[src/rtl/mem_map_pkg.sv]
// Shared memory-map definitions for the data memory controller.
// Pure definitions: no logic, no latency.
// Holds the controller state encoding, the MMIO window base and register offsets.
package mem_map_pkg;

    localparam int unsigned    DEF_RAM_WORDS = 1024;
    localparam logic [31:0]    DEF_IO_BASE   = 32'h0000_1000;

    // Byte offsets of the MMIO registers inside the 256-byte window
    localparam logic [7:0]     OFF_LED    = 8'h00;
    localparam logic [7:0]     OFF_SW     = 8'h04;
    localparam logic [7:0]     OFF_CYCLE  = 8'h08;
    localparam logic [7:0]     OFF_STATUS = 8'h0C;

    typedef enum logic {
        ST_IDLE    = 1'b0,
        ST_RD_WAIT = 1'b1
    } state_e;

endpackage

[src/rtl/mmio_regs.sv]
// MMIO register bank: LED, synchronized switches, free-running cycle counter, sticky error status.
// Reads are combinational from the word offset; writes and counter updates land on the next edge.
// No backpressure: every write presented with wr_en is accepted in the same cycle.
module mmio_regs
    import mem_map_pkg::*;
(
    input  logic        clk,
    input  logic        reset,
    input  logic        wr_en,
    input  logic [5:0]  word_off,
    input  logic [7:0]  wdata_lo,
    input  logic        err_set,
    input  logic [7:0]  sw_in,
    output logic [31:0] rdata,
    output logic [7:0]  led_out
);

    logic [7:0]  led_q,   led_d;
    logic [7:0]  sw_s1_q, sw_s1_d;
    logic [7:0]  sw_s2_q, sw_s2_d;
    logic [31:0] cycle_q, cycle_d;
    logic        err_q,   err_d;

    // Next-state for every register; a same-edge set of the error flag beats a clear
    always_comb begin
        led_d   = led_q;
        sw_s1_d = sw_in;
        sw_s2_d = sw_s1_q;
        cycle_d = cycle_q + 32'd1;
        err_d   = err_q;
        if (wr_en && (word_off == OFF_LED[7:2])) begin
            led_d = wdata_lo;
        end
        if (wr_en && (word_off == OFF_STATUS[7:2]) && wdata_lo[0]) begin
            err_d = 1'b0;
        end
        if (err_set) begin
            err_d = 1'b1;
        end
    end

    // Register update with synchronous clear
    always_ff @(posedge clk) begin
        if (reset) begin
            led_q   <= 8'h00;
            sw_s1_q <= 8'h00;
            sw_s2_q <= 8'h00;
            cycle_q <= 32'h0;
            err_q   <= 1'b0;
        end else begin
            led_q   <= led_d;
            sw_s1_q <= sw_s1_d;
            sw_s2_q <= sw_s2_d;
            cycle_q <= cycle_d;
            err_q   <= err_d;
        end
    end

    // Read mux; unlisted offsets read as zero
    always_comb begin
        rdata = 32'h0;
        case (word_off)
            OFF_LED[7:2]:    rdata = {24'h0, led_q};
            OFF_SW[7:2]:     rdata = {24'h0, sw_s2_q};
            OFF_CYCLE[7:2]:  rdata = cycle_q;
            OFF_STATUS[7:2]: rdata = {31'h0, err_q};
            default:         rdata = 32'h0;
        endcase
    end

    assign led_out = led_q;

endmodule

[src/rtl/data_mem_ctrl.sv]
// CPU data-memory controller: decodes loads/stores to external RAM, MMIO registers or unmapped space.
// RAM loads take 2 cycles (one Stall cycle); RAM stores, MMIO and unmapped accesses take 1 cycle.
// Stall is the only backpressure: raised combinationally in the first cycle of a RAM load.
module data_mem_ctrl
    import mem_map_pkg::*;
#(
    parameter int unsigned RAM_WORDS = DEF_RAM_WORDS,
    parameter logic [31:0] IO_BASE   = DEF_IO_BASE
) (
    input  logic                          clk,
    input  logic                          reset,
    input  logic                          MemRead,
    input  logic                          MemWrite,
    input  logic [31:0]                   Addr,
    input  logic [31:0]                   WriteData,
    output logic [31:0]                   ReadData,
    output logic                          Stall,
    output logic [$clog2(RAM_WORDS)-1:0]  ram_addr,
    output logic                          ram_we,
    output logic [31:0]                   ram_wdata,
    input  logic [31:0]                   ram_rdata,
    output logic [7:0]                    led_out,
    input  logic [7:0]                    sw_in
);

    localparam int unsigned AW        = $clog2(RAM_WORDS);
    localparam logic [31:0] RAM_BYTES = 32'(RAM_WORDS * 4);

    state_e      state_q, state_d;
    logic        ram_hit, io_hit, unmapped;
    logic        io_we, err_set;
    logic [31:0] io_rdata;

    assign ram_hit   = (Addr < RAM_BYTES);
    assign io_hit    = (Addr[31:8] == IO_BASE[31:8]);
    assign unmapped  = !ram_hit && !io_hit;
    assign ram_addr  = Addr[AW+1:2];
    assign ram_wdata = WriteData;

    // Access decode and load sequencing; a simultaneous read+write is handled as a write
    always_comb begin
        state_d  = ST_IDLE;
        Stall    = 1'b0;
        ReadData = 32'h0;
        ram_we   = 1'b0;
        io_we    = 1'b0;
        err_set  = 1'b0;
        if (!reset) begin
            case (state_q)
                ST_IDLE: begin
                    if (MemRead && !MemWrite && ram_hit) begin
                        Stall   = 1'b1;
                        state_d = ST_RD_WAIT;
                    end else if (MemRead && !MemWrite && io_hit) begin
                        ReadData = io_rdata;
                    end
                    ram_we  = MemWrite && ram_hit;
                    io_we   = MemWrite && io_hit;
                    err_set = ((MemRead || MemWrite) && unmapped) || (MemRead && MemWrite);
                end
                ST_RD_WAIT: begin
                    // RAM data is now valid; the held MemRead does not start another load
                    ReadData = ram_rdata;
                    state_d  = ST_IDLE;
                end
                default: state_d = ST_IDLE;
            endcase
        end
    end

    // State register; reset abandons any load in flight
    always_ff @(posedge clk) begin
        if (reset) begin
            state_q <= ST_IDLE;
        end else begin
            state_q <= state_d;
        end
    end

    mmio_regs u_mmio (
        .clk      (clk),
        .reset    (reset),
        .wr_en    (io_we),
        .word_off (Addr[7:2]),
        .wdata_lo (WriteData[7:0]),
        .err_set  (err_set),
        .sw_in    (sw_in),
        .rdata    (io_rdata),
        .led_out  (led_out)
    );

endmodule

[config.mk]
export PLATFORM = sky130hd
export DESIGN_NAME = data_mem_ctrl
export DESIGN_NICKNAME = d
export VERILOG_FILES = /design/src/rtl/mem_map_pkg.sv /design/src/rtl/mmio_regs.sv /design/src/rtl/data_mem_ctrl.sv
export SDC_FILE = /design/constraint.sdc
export NUM_CORES = 1
export LEC_CHECK = 0
export CORE_UTILIZATION = 39
export CTS_CLUSTER_DIAMETER = 150
export DETAILED_ROUTE_END_ITERATION = 16
export GPL_TIMING_DRIVEN = 0
export PLACE_DENSITY = 0.87
export SLEW_MARGIN = 25
export SYNTH_ARGS = -nofsm -noshare
export SYNTH_HDL_FRONTEND = slang
export SYNTH_SLANG_ARGS = --single-unit
export TNS_END_PERCENT = 1
[constraint.sdc]
create_clock -name clk -period 3.15 [get_ports clk]
set_input_delay 0.63 -clock clk [delete_from_list [all_inputs] [get_ports clk]]
set_output_delay 0.63 -clock clk [all_outputs]
set_load 0.01 [all_outputs]
==> flow_summary.ini, run 1 <==
[setup_path]
start_kind = input pin
cp_slowest_cell = clkdlybuf4s50_1
worstPathArrival_ns = 2.43
cp_top_family = buffers and inverters
cp_slowest_stage_delay_ns = 0.51
required_ns = 2.52
path_common_cell = clkbuf_1
reg2reg_slack_ns = 0.93
worstSetupEndpointType = output port
r2r-start = u_mmio.cycle_q[8]$_SDFF_PP0_
path_class = in -> out
critPathBufInv = 4
crit_chain = clkdlybuf4s50_1, clkbuf_1, clkbuf_1, nor3b_1, dlygate4sd2_1
reg2regPathDepth = 6
worst-path-max-fanout = 10
reg2reg_to = u_mmio.cycle_q[25]$_SDFF_PP0_

[global_route]
grt_pass1_wl_um = 17300
grt_pass1_vias = 3678
overflow = 0
grt_max_degree = 13
gr-usage-all-layers_pct = 25.0
antenna_found_initial = 0

[synth]
synth_mux_area_share_pct = 5.17
synthesis.area_um2 = 3340
seq_area_frac_synth_pct = 34.8
synth_edf_count = 0
syn_avg_cell_area_um2 = 7.81
synth-main-ff-cell = dfxtp_1
synth_compound_area_share_pct = 8.36
synth_simple_gate_area_share_pct = 31.4
synth_adder_area_share_pct = 0.375
ys_warn_count = 0
ys_types = 35
synth_seq_cells = 58
synth_top_family_by_area = simple AND/OR/NAND/NOR gates
synthesis.nets = 536
synthArstFlopShare_pct = 0
synthXorXnorAreaFrac_pct = 6.56
synthCells = 427

[finish]
final_common_cell = clkdlybuf4s50_1
drive_gt1_share_pct = 21.7
num_antenna_cells = 0
final_cells = 727
fin_nets = 726
layout_common_cells = clkdlybuf4s50_1 (105), dfxtp_1 (58), buf_4 (53)
syn2layout_area_growth_pct = 64.9

[pwr]
ir_drop_v = 0.000359
p_clk_share_pct = 37.2
p_sw_mw = 0.452
p_leak_nw = 2.15
power_frac_comb_pct = 17.8
p_total_mw = 1.68
p_int_mw = 1.22
seqPwrFrac_pct = 45.0
switching_share_pct = 27.0
p_per_area_nw_per_um2 = 305

[hold_path]
min_to = u_mmio.sw_s2_q[6]$_SDFF_PP0_
hold_depth = 1
min-delay-start = u_mmio.sw_s1_q[6]$_SDFF_PP0_
hp-class = reg -> reg

[sta]
fmax_mhz = 327
timing_hold_violations_final = 0
setup_viol = 0
period_needed_ns = 3.06
period_share_pct = 97.1
rsz0062_at_grt = true
clock-skew-final_ns = 0.0103
final-max-slew-violation-count = 0
slew_headroom_pct = 49.5
tightest_slew_ns = 0.752

[flow_run]
cap_viol_max_count = 0

[floorplan]
row_count = 33
ios = 192
start_util_pct = 40.4
die_x_um = 94.5
core_um2 = 8260
die_h_um = 94.5
dieArea_um2 = 8930

[status]
status = complete, no violations

[clock_tree]
ctsHoldBuffers = 0
cts_tree = yes
clkLatencyLatePin_ns = 0.35
max-clock-path-buffers = 2
clk_pin_slew_ns = 0.07
htree_levels = 3
clkSinkCount = 58
cts_made_buffers = 9
cts_root_buffer = clkbuf_8

[placed_design]
gp_routability_congestion = 0.801
placed_cells = 697
io_buffers = 165
dpl.hpwl_um = 8090

[drt]
viasPerCell = 5.23
drtIter0Drc = 157
drc = 0
drt-wirelength-per-cell_um = 15.4
ant_nets = 0
firstDrtPassIters = 5
via_count = 3804
drt-total-wl_um = 11200
## routing by layer
layer | track usage (%) | vias to the layer above | routed length (um)
met2 | 46.6 | 191 | 5540
met4 | 7.70 | 0 | 191
met5 | 0 | - | 0
li1 | - | 1819 | -
met3 | 5.96 | 18 | 958
met1 | 28.0 | 1776 | 4540
## cells by family after synthesis
logic type,count (synthesis)
xor gates and xnor gates,25
adders and majority gates,1
DFF,58
muxes,16
buffers and inverters,74
AOI/OAI and AO/OA,51
and+or+nand+nor,202
## state kept, by name (all words and copies together) (netlist names)
register        flops
state_q             1
u_mmio.led_out      8
u_mmio.cycle_q     32
u_mmio.err_q        1
u_mmio.sw_s2_q      8
u_mmio.sw_s1_q      8
## metrics by stage
step | hold WS, ns | area [um2] | setup WS (ns) | TNS, ns | util [%]
3_5_place_dp | 0.428 | 5120 | -1.03 | -31.26 | 62.0
4_1_cts | 0.445 | 5390 | -0.00763 | -0.00763 | 65.2
3_3_place_gp | 0.418 | 5120 | -1.00 | -29.67 | 62.0
6_report | 0.441 | 5500 | 0.0922 | 0 | 66.6
5_1_grt | 0.454 | 5500 | -0.0239 | -0.0363 | 66.6
2_1_floorplan | 0.414 | 3340 | 0.352 | 0 | -
## power by group through the flow
stage	Clock, mW	Sequential, mW	Combinational, mW
floorplan	0	0.769	0.105
global placement	0	0.771	0.279
detailed placement	0	0.772	0.285
CTS	0.621	0.755	0.297
global route	0.661	0.756	0.317
finish	0.623	0.755	0.298
## worst register-to-register path, stage by stage (launching register included)
cell and delay [ns]:
dfxtp_1 0.41, and4_1 0.27, nand4_1 0.42, clkbuf_1 0.36, nor4_1 0.40, xnor2_1 0.17, nor2_1 0.06
## synthesized netlist by cell type (4+ instances only)
| cell | number | area share, % |
|---|---|---|
| dfxtp_1 | 58 | 35 |
| nor2_1 | 45 | 5.1 |
| buf_4 | 42 | 9.4 |
| nand2_1 | 41 | 4.6 |
| nand3_1 | 36 | 5.4 |
| a21oi_1 | 29 | 4.3 |
| clkbuf_1 | 22 | 2.5 |
| xnor2_1 | 21 | 5.5 |
| nor2b_1 | 19 | 3.6 |
| nor4_1 | 19 | 3.6 |
| mux2i_1 | 15 | 4.5 |
| o21ai_1 | 13 | 1.9 |
| a22oi_1 | 8 | 1.8 |
| nand4_1 | 8 | 1.5 |
| nor3_1 | 8 | 1.2 |
| or3_1 | 8 | 1.5 |
| inv_1 | 7 | 0.79 |
| xor2_1 | 4 | 1.0 |
## area by class of cell
type	instances	area [um2]
sequential	58	1160
clock inverter	7	55.1
tap	105	131
timing repair buffer	180	1660
multi-input combinational	295	1900
fill	685	2760
inverter	7	26.3
buffer	66	448
clock buffer	9	124
## timing repair
| action | 4_1_cts | 5_1_grt |
|---|---|---|
| resized for setup | 174 | 25 |
| cloned | 0 | 1 |
| buffers inserted | 12 | 2 |
| pin swaps | 18 | 16 |
| endpoints found under the setup margin | 34 | 33 |
## how the worst max path moves through the flow
stage	from	endpoint	slack, ns	cells past startpoint
6_report	reset	Stall	0.09	5
5_1_grt	Addr[6]	ReadData[30]	-0.02	10
4_1_cts	Addr[14]	ReadData[2]	-0.008	10
3_5_place_dp	Addr[24]	ReadData[10]	-1.03	8
3_3_place_gp	Addr[24]	ReadData[10]	-1.00	8
2_1_floorplan	Addr[24]	ReadData[10]	0.35	6
Note: power is estimated with default switching activity, not from simulation.
==> run 2, diff against run 1 <==
==> constraint.sdc (replaced) <==
create_clock -name clk -period 3.46 [get_ports clk]
set_input_delay 0.692 -clock clk [delete_from_list [all_inputs] [get_ports clk]]
set_output_delay 0.692 -clock clk [all_outputs]
set_load 0.01 [all_outputs]
==> run 2 against run 1 <==
Against the previous run:
- routed wire length shrank 2.5%
- combinational power decreased by 9.1%
- first-iteration DRC count is 1.3% lower
- cell area is 2.6% lower
- cell count fell by 0.83%
- clock skew is essentially flat
- register-to-register slack gained 0.31 ns
- critical endpoint is now ReadData[10]
- highest routed layer unchanged
==> flow_summary.ini, run 2 (same netlist as run 1, synthesis figures left out) <==
[status]
status = complete, no violations

[global_route]
grt_max_degree = 13
antenna_found_initial = 0
gr-usage-all-layers_pct = 24.5
grt_pass1_wl_um = 17000
overflow = 0
grt_pass1_vias = 3654

[hold_path]
hold_depth = 1
min-delay-start = u_mmio.sw_s1_q[6]$_SDFF_PP0_
hp-class = reg -> reg
min_to = u_mmio.sw_s2_q[6]$_SDFF_PP0_

[finish]
layout_common_cells = clkdlybuf4s50_1 (131), dfxtp_1 (58), buf_4 (49)
num_antenna_cells = 0
largest_register_ffs = 32
drive_gt1_share_pct = 19.3
fin_nets = 720
fillers = 708
syn2layout_area_growth_pct = 60.6
final_common_cell = clkdlybuf4s50_1
top_register = u_mmio.cycle_q
final_cells = 721

[placed_design]
io_buffers = 165
dpl.hpwl_um = 8090
dp_slack_ns = -0.848
placed_cells = 697
gp_routability_congestion = 0.801

[drt]
ant_nets = 0
drc = 0
drtIter0Drc = 155
drt-total-wl_um = 11000
drt-wirelength-per-cell_um = 15.2
via_count = 3699
viasPerCell = 5.13
firstDrtPassIters = 5

[sta]
clock-skew-final_ns = 0.0105
setup_viol = 0
tightest_slew_ns = 0.726
rsz0062_at_grt = true
slew_headroom_pct = 51.2
timing_hold_violations_final = 0
period_needed_ns = 3.45
fmax_mhz = 290
fin_ws_ns = 0.0117
period_share_pct = 99.7
final-max-slew-violation-count = 0

[clock_tree]
clkLatencyLatePin_ns = 0.34
max-clock-path-buffers = 2
clk_pin_slew_ns = 0.07
cts_root_buffer = clkbuf_8
clkSinkCount = 58
htree_levels = 3
cts_tree = yes
cts_made_buffers = 9

[setup_path]
reg2reg_to = u_mmio.cycle_q[25]$_SDFF_PP0_
worst-path-max-fanout = 10
path_class = in -> out
required_ns = 2.77
reg2regPathDepth = 6
start_kind = input pin
r2r-start = u_mmio.cycle_q[8]$_SDFF_PP0_
reg2reg_slack_ns = 1.24
worstPathArrival_ns = 2.76
worstSetupEndpointType = output port

[floorplan]
dieArea_um2 = 8930
die_h_um = 94.5
die_x_um = 94.5
ios = 192
start_util_pct = 40.4
row_count = 33
core_um2 = 8260

[pwr]
p_per_area_nw_per_um2 = 284
p_leak_nw = 1.96
ir_drop_v = 0.000327

[flow_run]
cap_viol_max_count = 0
run 2: changes by cell type in the layout (fill, tap and decap cells not counted), moves of 2 or more:
cell             before  now
clkbuf_2              1   29
buf_2                31    1
clkdlybuf4s50_1     105  131
a21oi_1              26   29
buf_4                53   49
buf_6                 6    4
dlygate4sd2_1        14    2
dlymetal6s2s_1       14    2
a21oi_2               3    0
run 2: cell type report:
| cell class | instances | area, um2 | area share (%) |
|---|---|---|---|
| flip-flops and latches | 58 | 1160 | 21.7 |
| multi-input cells | 295 | 1840 | 34.3 |
| repair buffers | 173 | 1580 | 29.6 |
| inverters | 7 | 26.3 | 0.490 |
| well taps | 105 | 131 | 2.45 |
| clock inverters | 7 | 55.1 | 1.03 |
| plain buffers | 67 | 439 | 8.19 |
| clock buffers | 9 | 124 | 2.31 |
run 2: how the worst max path moves through the flow:
stage	slack, ns	cells after the start	to	startpoint
after floorplan	0.54	6	ReadData[10]	Addr[24]
after global placement	-0.82	8	ReadData[10]	Addr[24]
after detailed placement	-0.85	8	ReadData[10]	Addr[24]
after CTS	-0.14	6	Stall	Addr[24]
after global routing	-0.13	9	ReadData[31]	Addr[16]
final	0.01	9	ReadData[10]	Addr[6]
run 2: stage by stage:
| step | power (mW) | area (um2) | hold slack [ns] | setup TNS [ns] | util (%) |
|---|---|---|---|---|---|
| after floorplan | 0.795 | 3340 | 0.414 | 0 | - |
| after global placement | 0.956 | 5120 | 0.418 | -23.35 | 62.0 |
| after detailed placement | 0.962 | 5120 | 0.428 | -24.94 | 62.0 |
| after CTS | 1.52 | 5450 | 0.445 | -0.138 | 66.0 |
| after global routing | 1.58 | 5360 | 0.454 | -0.509 | 64.9 |
| final | 1.52 | 5360 | 0.442 | 0 | 64.9 |
run 2: what timing repair did:
action | CTS | global route
cloned | 0 | 0
hold buffers | 0 | 0
pin swaps | 8 | 2
setup buffers | 8 | 0
endpoints found under the hold margin | 0 | 0
setup endpoints to repair | 34 | 34
resized for setup | 62 | 59
run 2: per-layer routing:
layer	share of wire (%)	up-vias	GRT usage, %	routed length (um)
li1	-	1803	-	-
met1	41	1720	27.8	4450
met2	50	158	44.9	5470
met3	7.5	18	5.64	820
met4	1.9	0	8.33	207
met5	0	-	0	0
run 2: power breakdown:
group          leakage (nW)  switching, mW  total [mW]  internal (mW)
sequential            0.472        0.00745       0.687          0.680
combinational          1.40         0.0961       0.271          0.175
clock                0.0858          0.302       0.565          0.264
run 2: worst max-delay path, cell delays in order:
cell,delay (ns)
clkdlybuf4s50_1,0.47
nor4_4,0.37
nand3_2,0.15
nor4_4,0.22
buf_4,0.18
buf_6,0.14
nand3_1,0.09
a21oi_1,0.20
clkdlybuf4s15_2,0.25
==> run 3, diff against run 2 <==
--- a/config.mk
+++ b/config.mk
@@ -5,11 +5,11 @@
 export SDC_FILE = /design/constraint.sdc
 export NUM_CORES = 1
 export LEC_CHECK = 0
-export CORE_UTILIZATION = 39
-export CTS_CLUSTER_DIAMETER = 150
+export CORE_UTILIZATION = 40
 export DETAILED_ROUTE_END_ITERATION = 16
+export DONT_BUFFER_PORTS = 1
 export GPL_TIMING_DRIVEN = 0
-export PLACE_DENSITY = 0.87
+export PLACE_DENSITY = 0.61
 export SLEW_MARGIN = 25
 export SYNTH_ARGS = -nofsm -noshare
 export SYNTH_HDL_FRONTEND = slang
==> constraint.sdc (replaced) <==
create_clock -name clk -period 3.15 [get_ports clk]
set_input_delay 0.63 -clock clk [delete_from_list [all_inputs] [get_ports clk]]
set_output_delay 0.63 -clock clk [all_outputs]
set_load 0.01 [all_outputs]
==> run 3 against run 2 <==
Against the previous run:
- sequential power is 9.9% higher
- worst hold slack worse by 0.020 ns
- worst setup slack better by 0.13 ns
- critical path type unchanged
- clock skew is 0.0039 ns lower
- clock-buffer cell count is 1 higher
- highest routed layer unchanged
- power is 8.8% higher
- sequential cell count stayed put
- first-iteration DRC count is 4.5% lower
- die area is 2.5% lower
- non-clock buffer count is 172 lower
- register-to-register slack worse by 0.31 ns
- cell area is 30% lower
==> flow_summary.ini, run 3 (same netlist as run 1, synthesis figures left out) <==
[finish]
largest_register_ffs = 32
layout_common_cells = dfxtp_1 (58), nor2_1 (45), buf_4 (43)
top_register = u_mmio.cycle_q
fin_nets = 548
final_cell_area_um2 = 3760
num_antenna_cells = 0
syn2layout_area_growth_pct = 12.8
fillers = 766
drive_gt1_share_pct = 17.6
final_cells = 546
finish.utilization_pct = 47.7
final_common_cell = dfxtp_1

[drt]
wl_met3_um = 756
via_count = 2973
drc = 0
drt-wirelength-per-cell_um = 16.2
firstDrtPassIters = 4
top_layer_used = met4
drt-total-wl_um = 8830
viasPerCell = 5.45
wl_met2_um = 4270
ant_nets = 0
wl_met1_um = 3770
drtIter0Drc = 148

[pwr]
p_leak_nw = 1.23
ir_drop_v = 0.000300
p_int_mw = 1.27
p_sw_mw = 0.385
seqPwrFrac_pct = 45.5
power_frac_comb_pct = 7.5
p_clk_share_pct = 47.0
p_per_area_nw_per_um2 = 440
switching_share_pct = 23.2

[placed_design]
placed_cells = 529
gp_routability_congestion = 0.737
dpl.hpwl_um = 6500
io_buffers = 0
placed_area_um2 = 3460

[sta]
fmax_mhz = 333
period_share_pct = 95.4
final-max-slew-violation-count = 0
period_needed_ns = 3.01
timing_hold_violations_final = 0
setup_viol = 0
tightest_slew_ns = 0.767
clock-skew-final_ns = 0.00656
slew_headroom_pct = 48.5
rsz0062_at_grt = false

[global_route]
antenna_found_initial = 0
grt_max_degree = 12
gr-usage-all-layers_pct = 20.2
grt_pass1_wl_um = 13400
grt_pass1_vias = 2702
overflow = 0

[status]
status = complete, no violations

[clock_tree]
clk_pin_slew_ns = 0.07
cts_made_buffers = 9
max-clock-path-buffers = 2
cts_root_buffer = clkbuf_8
htree_levels = 3
clkLatencyLatePin_ns = 0.33
clkSinkCount = 58
cts_tree = yes

[setup_path]
reg2reg_to = u_mmio.led_out[4]$_SDFFE_PP0P_
start_kind = input pin
worst-path-max-fanout = 10
required_ns = 2.52
worstSetupEndpointType = output port
reg2reg_slack_ns = 0.93
r2r-start = state_q$_SDFF_PP0_
worstPathArrival_ns = 2.38
reg2regPathDepth = 6
path_class = in -> out

[floorplan]
ios = 192
core_um2 = 7890
die_x_um = 93.3
start_util_pct = 42.3
row_count = 32
die_h_um = 93.3
dieArea_um2 = 8710

[flow_run]
cap_viol_max_count = 0

[hold_path]
min-delay-start = sw_in[3]
min_to = u_mmio.sw_s1_q[3]$_SDFF_PP0_
hp-class = in -> reg
hold_depth = 1
## run 3: worst max path at each step
| stage | cells past startpoint | startpoint | slack (ns) | end |
|---|---|---|---|---|
| global route | 6 | Addr[16] | 0.03 | ReadData[29] |
| finish | 6 | Addr[16] | 0.14 | ReadData[29] |
| detailed placement | 6 | Addr[24] | -0.23 | ReadData[12] |
| global placement | 6 | Addr[24] | -0.19 | ReadData[12] |
| CTS | 6 | Addr[21] | -0.02 | ReadData[12] |
| floorplan | 6 | Addr[24] | 0.35 | ReadData[10] |
## run 3: through the flow
step                      setup WS [ns]  hold slack, ns  total power [mW]  TNS [ns]
after global routing             0.0303           0.405              1.73         0
after CTS                       -0.0244           0.412              1.68   -0.0244
after floorplan                   0.352           0.414             0.874         0
after global placement           -0.186           0.422             0.894     -2.80
after detailed placement         -0.227           0.426             0.895     -4.02
final                             0.144           0.422              1.66         0
## run 3: timing repair
item                       CTS  global route
setup endpoints to repair   28            22
pin swaps                    0             2
cloned                       0             0
hold endpoints to repair     0             0
resized for setup            3            11
hold buffers                 0             0
setup buffers                0             1
## run 3: cell type report
type / instances / area [um2] / share of cell area (%)
timing repair buffer: 1 / 7.51 / 0.199
multi-input combinational: 295 / 1790 / 47.6
clock buffer: 10 / 138 / 3.66
tap: 102 / 128 / 3.39
buffer: 67 / 422 / 11.2
clock inverter: 6 / 90.1 / 2.39
inverter: 7 / 26.3 / 0.698
sequential: 58 / 1160 / 30.8
## run 3: worst max-delay path, cell delays in order
cell     delay [ns]
nor4_1         0.40
nand2_2        0.21
nor4_4         0.42
buf_2          0.30
nand3_1        0.14
a21oi_1        0.27
## run 3: power by group through the flow
| stage | registers (mW) | clock network, mW | logic, mW |
|---|---|---|---|
| floorplan | 0.769 | 0 | 0.105 |
| global placement | 0.771 | 0 | 0.123 |
| detailed placement | 0.771 | 0 | 0.123 |
| CTS | 0.754 | 0.798 | 0.124 |
| global route | 0.756 | 0.838 | 0.135 |
| finish | 0.755 | 0.779 | 0.124 |
## run 3: per-layer routing
metal  GRT usage, %  vias to the layer above
li1               -                     1451
met1           25.0                     1372
met2           35.2                      148
met3           5.28                        2
met4           4.49                        0
met5              0                        -
